[config.mk]
export PLATFORM = sky130hd
export DESIGN_NAME = regfile_sb
export DESIGN_NICKNAME = d
export VERILOG_FILES = /design/src/rtl/regfile_sb.sv
export SDC_FILE = /design/constraint.sdc
export NUM_CORES = 2
export LEC_CHECK = 0
export CAP_MARGIN = 20
export CORE_MARGIN = 3
export CORE_UTILIZATION = 40
export CTS_CLUSTER_SIZE = 28
export DETAILED_ROUTE_END_ITERATION = 10
export GPL_TIMING_DRIVEN = 0
export MAX_ROUTING_LAYER = met4
export SYNTH_ARGS = -nofsm -noshare
export SYNTH_HDL_FRONTEND = slang
export SYNTH_SLANG_ARGS = --single-unit
[constraint.sdc]
create_clock -name clk -period 5.93 [get_ports clk]
set_input_delay 0.8895 -clock clk [delete_from_list [all_inputs] [get_ports clk]]
set_output_delay 0.8895 -clock clk [all_outputs]
set_load 0.005 [all_outputs]
[src/rtl/regfile_sb.sv]
// Parametrised integer register file with a per-register pending-write scoreboard.
// Optional macro REGFILE_BYPASS_EN: same-cycle write-through to the read ports.
module regfile_sb #(
    parameter int XLEN     = 32,
    parameter int NREGS    = 32,
    parameter int NRD      = 2,
    parameter int ZERO_REG = 1,
    localparam int AW      = $clog2(NREGS)
) (
    input  logic                clk,
    input  logic                rst,
    input  logic                wr_en,
    input  logic [AW-1:0]       wr_idx,
    input  logic [XLEN-1:0]     wr_data,
    input  logic [NRD*AW-1:0]   rd_idx,
    output logic [NRD*XLEN-1:0] rd_data,
    output logic [NRD-1:0]      rd_busy,
    input  logic                rsv_en,
    input  logic [AW-1:0]       rsv_idx,
    input  logic                flush,
    output logic [AW:0]         busy_cnt
);

    logic [XLEN-1:0]  regs [NREGS];
    logic [NREGS-1:0] pending;
    logic [NREGS-1:0] pending_next;
    logic [AW:0]      cnt_next;
    logic             wr_ok;
    logic             rsv_ok;

    // Register 0 is hardwired: writes and reserves to it are discarded.
    assign wr_ok  = wr_en  && !((ZERO_REG != 0) && (wr_idx  == '0));
    assign rsv_ok = rsv_en && !((ZERO_REG != 0) && (rsv_idx == '0));

    // NOTE: every always_comb output gets a default first so no path leaves it unassigned (no latch).
    always_comb begin
        pending_next = pending;
        if (flush) begin
            pending_next = '0;
        end
        if (wr_ok) begin
            pending_next[wr_idx] = 1'b0;
        end
        // Applied last so a new producer outranks the flush and the same-edge writeback.
        if (rsv_ok) begin
            pending_next[rsv_idx] = 1'b1;
        end
    end

    always_comb begin
        cnt_next = '0;
        for (int i = 0; i < NREGS; i++) begin
            cnt_next = cnt_next + {{AW{1'b0}}, pending_next[i]};
        end
    end

    // NOTE: sequential state uses non-blocking assignments so every register samples pre-edge values.
    always_ff @(posedge clk) begin
        if (rst) begin
            // NOTE: the storage array itself is cleared here because reads after reset must return 0.
            for (int i = 0; i < NREGS; i++) begin
                regs[i] <= '0;
            end
            pending  <= '0;
            busy_cnt <= '0;
        end else begin
            if (wr_ok) begin
                regs[wr_idx] <= wr_data;
            end
            pending  <= pending_next;
            busy_cnt <= cnt_next;
        end
    end

    always_comb begin
        rd_data = '0;
        rd_busy = '0;
        for (int p = 0; p < NRD; p++) begin
            logic [AW-1:0] idx;
            idx = rd_idx[p*AW +: AW];
            if ((ZERO_REG != 0) && (idx == '0)) begin
                rd_data[p*XLEN +: XLEN] = '0;
                rd_busy[p]              = 1'b0;
            end else begin
                rd_data[p*XLEN +: XLEN] = regs[idx];
                rd_busy[p]              = pending[idx];
`ifdef REGFILE_BYPASS_EN
                if (wr_ok && (wr_idx == idx)) begin
                    rd_data[p*XLEN +: XLEN] = wr_data;
                    // A same-cycle reserve of this index keeps the register marked busy.
                    if (!(rsv_ok && (rsv_idx == idx))) begin
                        rd_busy[p] = 1'b0;
                    end
                end
`endif
            end
        end
    end

endmodule

Word-level counts from Yosys, hierarchy flattened

Memories as Yosys holds them, arrays and structs flattened.
Index checks and enable logic that the tools add are counted.

Memories kept: 1
Logic and storage cells: 77
Input bits: 57
Bits in registers: 38
Output and inout port bits: 72
RAM bits: 1,024

Add/subtract/negate cells: 31
Mux-type cells: 23
$lt $le $gt $ge: 6
Reductions and logical operators: 11
Bitwise gates (word level): 3

Memory list:

| name | depth | width | rd ports | clocked after Yosys merged registers in | write ports | RTL line | text |
|---|---|---|---|---|---|---|---|
| regs | 32    | 32    | 2        | 0                                       | 32          | 24       | `logic [XLEN-1:0] regs [NREGS];` |

Operators with widths:

| kind                                                                                | number |
|---|---|
| 32-bit two-way mux                                                                  | 6 |
| 6-bit by 1-bit adder with 6-bit output                                              | 26 |
| 32-bit AND                                                                          | 1 |
| 32-bit inverter                                                                     | 1 |
| 32-bit bitwise OR                                                                   | 1 |
| 32-bit OR reduction                                                                 | 1 |
| 5-bit by 6-bit less-than comparator with 1-bit output, second input constant        | 4 |
| 5-bit logical NOT                                                                   | 4 |
| 1-bit two-way mux                                                                   | 12 |
| 1-bit binary-select mux with 5-bit select                                           | 2 |
| 1-bit demux with 5-bit select                                                       | 2 |
| 5-bit by 1-bit greater-or-equal comparator with 1-bit output, second input constant | 2 |
| 5-bit by 1-bit adder with 6-bit output                                              | 1 |
| 4-bit by 1-bit adder with 5-bit output                                              | 1 |
| 5-bit two-way mux                                                                   | 1 |
| 3-bit by 1-bit adder with 4-bit output                                              | 1 |
| 1-bit logical AND                                                                   | 4 |
| 2-bit by 1-bit adder with 3-bit output                                              | 1 |
| 1-bit by 1-bit adder with 2-bit output                                              | 1 |
| 1-bit logical NOT                                                                   | 2 |

Longest topological paths before layout

Depth in word-level cells: 40
Mapped depth: 22
Depth with buffers taken out: 21

Worst setup path before layout

Ideal clock, no wire load.

Kind: input to register
Start point: input wr_idx[3]
End point: register busy_cnt[4]
Data arrival time: 6.170 ns
Stages on the path: 18
Slack: -0.371 ns
Path buffers: 0
Data required time: 5.798 ns
Library setup time: 0.132 ns
Cell sequence: or4b_2 -> o311ai_0 -> o21ai_0 -> fa_1 -> inv_1 -> fa_1 -> fa_1 -> fa_1 -> fa_1 -> inv_1 -> fa_1 -> ha_1 -> inv_1 -> fa_1 -> nor2b_1 -> o21ai_0 -> a21boi_0 -> nor3_1

Longest elaborated chain between the ends: 40
Elaborated cells on any way between the ends: 44
Classes of those cells: 31 x add/sub; 2 x order compare; 4 x mux; 3 x bitwise; 4 x reduce/logical

Ends and longest elaborated chain:

| what                                                                                                                                                               | RTL line | text |
|---|---|---|
| from (decl)                                                                                                                                                        | 13       | `input logic [AW-1:0] wr_idx,` |
| 5-bit by 6-bit less-than comparator with 1-bit output (implied by the code) / 5-bit by 1-bit greater-or-equal comparator with 1-bit output (equally long branches) | 42       | `pending_next[wr_idx] = 1'b0;` |
| 1-bit logical AND (implied by the code)                                                                                                                            | 42       |  |
| 1-bit two-way mux (implied by the code)                                                                                                                            | 42       |  |
| 1-bit demux with 5-bit select                                                                                                                                      | 42       |  |
| 32-bit inverter (no line)                                                                                                                                          | -        |  |
| 32-bit AND (no line)                                                                                                                                               | -        |  |
| 32-bit two-way mux *                                                                                                                                               | 41       | `if (wr_ok) begin` |
| 32-bit bitwise OR (no line)                                                                                                                                        | -        |  |
| 32-bit two-way mux *                                                                                                                                               | 45       | `if (rsv_ok) begin` |
| named net pending_next[1]                                                                                                                                          | 26       | `logic [NREGS-1:0] pending_next;` |
| 1-bit by 1-bit adder with 2-bit output *                                                                                                                           | 53       | `cnt_next = cnt_next + {{AW{1'b0}}, pending_next[i]};` |
| 2-bit by 1-bit adder with 3-bit output *                                                                                                                           | 53       |  |
| 3-bit by 1-bit adder with 4-bit output *                                                                                                                           | 53       |  |
| 4-bit by 1-bit adder with 5-bit output *                                                                                                                           | 53       |  |
| 5-bit by 1-bit adder with 6-bit output *                                                                                                                           | 53       |  |
| 6-bit by 1-bit adder with 6-bit output * (26 in series)                                                                                                            | 53       |  |
| to (signal assigned)                                                                                                                                               | 71       | `busy_cnt <= cnt_next;` |
| to (decl)                                                                                                                                                          | 21       | `output logic [AW:0] busy_cnt` |

The timed path passes the listed nets; every way through them passes the cells marked *.
A chain may end at the register's enable or synchronous reset.

Final worst setup path

Start point: input rd_idx[6]
End point: output rd_data[58]

Longest elaborated chain between the ends: 2
Elaborated cells on any way between the ends: 3
Classes of those cells: 1 x mux; 1 x reduce/logical; 1 x memory

Ends and longest elaborated chain:

| what                                                           | RTL line | text |
|---|---|---|
| from (decl)                                                    | 15       | `input logic [NRD*AW-1:0] rd_idx,` |
| memory 32 x 32 bit / 5-bit logical NOT (equally long branches) | -        |  |
| 32-bit two-way mux *                                           | 81       | `if ((ZERO_REG != 0) && (idx == '0)) begin` |
| to (decl)                                                      | 16       | `output logic [NRD*XLEN-1:0] rd_data,` |

Mark *: on every way between the ends. The rest lies on a longest branch, timed or not.

==> flow_summary_export.csv <==
group,metric,value,unit
status,status,"complete, but fails checks",
status,violations,"setup timing",
die,rows,138,
die,start_util,0.405,
clock_tree,htree_levels,3,
yosys,ys_seq_area_frac,0.546,
critical_path,cp-start-kind,"input port",
cells_and_area,drive_above_1_share,0.189,
placement,port_buffers,119,
placement,dp_worst_setup_slack,-1.47,ns
power,peakVddDrop,243,uV
sta,finalClockSkew,0.0167,ns
critical_path,worstSetupPathType,"in -> out",
drt,totalWireLength,246,mm
cells_and_area,instances_no_fill,6439,
global_routing,antenna_found_initial,13,
power,power_density,283,nW/um^2
global_routing,met2_usage,0.472,
drt,vias,41500,
clock_tree,cts_buffer_depth,3,
drt,wl_per_cell,38.2,um
sta,tns,-1.38,ns
cells_and_area,final_cell_mix,"edfxtp_1, and2_1, mux4_2, mux2i_1, clkbuf_1",
drt,drc,0,
clock_tree,cts_tree,"yes",
yosys,synth_ff_type,"edfxtp_1",
critical_path,crit_path_end_kind,"output pin",
sta,final-max-slew-violation-count,0,
yosys,ys_ff_latch,1062,
job,maxCapViolCount,0,
power,leakagePower,23.2,nW
clock_tree,cts_buffers,118,
sta,hold_viol_final,0,
cells_and_area,fill_cells,12700,
yosys,synthArstFlopShare,0,
cells_and_area,nets,4525,
sta,rsz0062_at_grt,"true",
yosys,netlist_instances,4112,
yosys,synth.distinct_cells,58,
sta,max_freq,162,MHz
sta,worst_slack,-0.253,ns
global_routing,grt_pass1_wl,330,mm
drt,drt_first_iter_violations,7171,
global_routing,gr-total-overflow,0,
global_routing,grt_use_met3,0.110,
critical_path,critPathMaxStageDelay,0.99,ns
yosys,yosys_warnings,0,
sta,slew_headroom,0.142,
critical_path,worstPathArrival,5.29,ns
drt,via_per_inst,6.45,
critical_path,cpMostUsedCell,"buf_2",
placement,hpwl,178,mm
die,io_pins,129,
placement,placed_cells,6198,
global_routing,grt_max_degree,33,
global_routing,grt.met1_usage,0.425,
global_routing,grt-busiest-layer,"met2",
cells_and_area,fin_util,0.465,
critical_path,rrSetupSlack,0.71,ns
die,die-area,149000,sq um
clock_tree,clockRootBuffer,"clkbuf_16",
cells_and_area,layout_commonest_cell,"edfxtp_1",
power,totalPowerFinal,18.7,mW
critical_path,crit_path_top_delay_cell,"a211oi_1",
yosys,synth_area,57700,sq um
sta,min_period,6.18,ns
yosys,synth-edff-count,1024,
sta,finalSetupViolations,12,
sta,tightestPinTransition,1.29,ns
drt,dr.pass1.iters,8,
clock_tree,path_clk_slew,0.06,ns
critical_path,crit_chain,"buf_2, buf_2, buf_2, nand3b_1, o221ai_1, a221oi_2, a211oi_1, clkdlybuf4s50_1",
drt,postRouteAntennaNets,0,
sta,timing.final.crit_share,1.04,
die,die_w,386,um
clock_tree,clock_sinks,1062,
die,core_area,142000,sq um
critical_path,cp.required,5.04,ns
placement,place.gp.congestion,1.04,
die,fp.dieH,386,um
clock_tree,clock_latency,0.75,ns
global_routing,grt_pass1_vias,40300,
yosys,syn_avg_cell_area,14.0,sq um
global_routing,track_usage,0.337,
critical_path,cp_max_fo,10,
cells_and_area,syn_to_final_growth,14.8,%
worst_hold_path,hp-class,"reg -> reg",
where the power goes:
part | switching (mW) | leakage, nW | internal [mW]
clock | 3.20 | 1.80 | 3.97
sequential | 0.222 | 10.1 | 8.64
combinational | 1.69 | 11.3 | 1.01
total | 5.11 | 23.2 | 13.6
stage by stage:
stage          hold slack [ns]  area (sq um)
2_1_floorplan            0.495         57800
3_3_place_gp             0.530         61400
3_5_place_dp             0.529         62300
4_1_cts                  0.538         66000
5_1_grt                  0.563         66300
6_report                 0.545         66300
worst max-delay path, delay by kind of cell:
family / cells / cell delay [ns]
compound gates: 3 / 1.76
buf+inv: 4 / 1.75
simple gates: 1 / 0.86
per-layer routing:
layer  vias to the layer above  part of all wire
met5                         -                 0
met4                         0             0.075
met3                       738              0.13
met2                      3317              0.42
met1                     21200              0.37
li1                      16300                 -
synthesized netlist by cell type (4+ instances only):
cell type	n	area, sq um
edfxtp_1	1024	30700
and2_1	998	6240
mux4_2	363	8180
mux2i_1	330	3300
clkbuf_1	304	1140
nand2_1	145	544
buf_2	76	380
a211oi_1	66	495
a22oi_1	66	495
mux2_2	66	743
o221ai_1	66	578
nor2b_1	64	400
o21ai_0	50	250
nor2_1	46	173
a21oi_1	39	195
a221oi_1	39	342
dfxtp_1	38	761
buf_4	37	278
inv_1	34	128
a311oi_1	33	289
nand4_1	33	206
nand2b_1	31	194
fa_1	24	480
o2111ai_1	17	149
nor3_1	13	65.1
buf_1	12	45.0
a32o_1	11	110
a32oi_1	11	96.3
a221oi_2	10	150
ha_1	7	87.6
nand3_1	7	35.0
or2_2	7	43.8
nand3b_1	5	37.5
and3b_1	4	35.0
registers in the layout, summed over array words and instances (netlist names):
| signal | cells |
|---|---|
| regs | 1024 |
| pending | 32 |
| busy_cnt | 6 |
layout make-up:
class	instances	area, sq um	share of cell area
Antenna cell	11	27.5	0.000415
Buffer	433	1940	0.0292
Clock buffer	157	3180	0.0480
Clock inverter	64	483	0.00729
Inverter	35	131	0.00198
Multi-Input combinational cell	2612	24500	0.370
Sequential cell	1062	31500	0.476
Tap cell	1890	2360	0.0357
Timing Repair Buffer	175	2140	0.0323
path summary, 6_finish.rpt:
path | endpoint | from | cells past startpoint
setup / recovery | rd_data[58] | rd_idx[6] | 8
hold / removal | pending[10] | pending[10] | 2
setup reg to reg | busy_cnt[4] | pending[15] | 17
hold reg to reg | pending[10] | pending[10] | 2
what timing repair did:
action | CTS | global route
buffers inserted | 0 | 0
setup endpoints to repair | 11 | 14
hold buffers | 0 | 0
pin swaps | 0 | 1
resized for setup | 28 | 39
logic make-up after synthesis:
group / after synthesis / share of synthesized area
buffers and inverters: 469 / 0.0353
AND/OR/NAND/NOR: 1372 / 0.141
multiplexers: 759 / 0.212
AO/OA/AOI/OAI: 417 / 0.0557
XOR/XNOR: 1 / 0.000152
other: 1 / 0.0000650
flip-flops: 1062 / 0.546
adder cells (fa/ha/maj): 31 / 0.00984
Note: power is estimated with default switching activity, not from simulation.
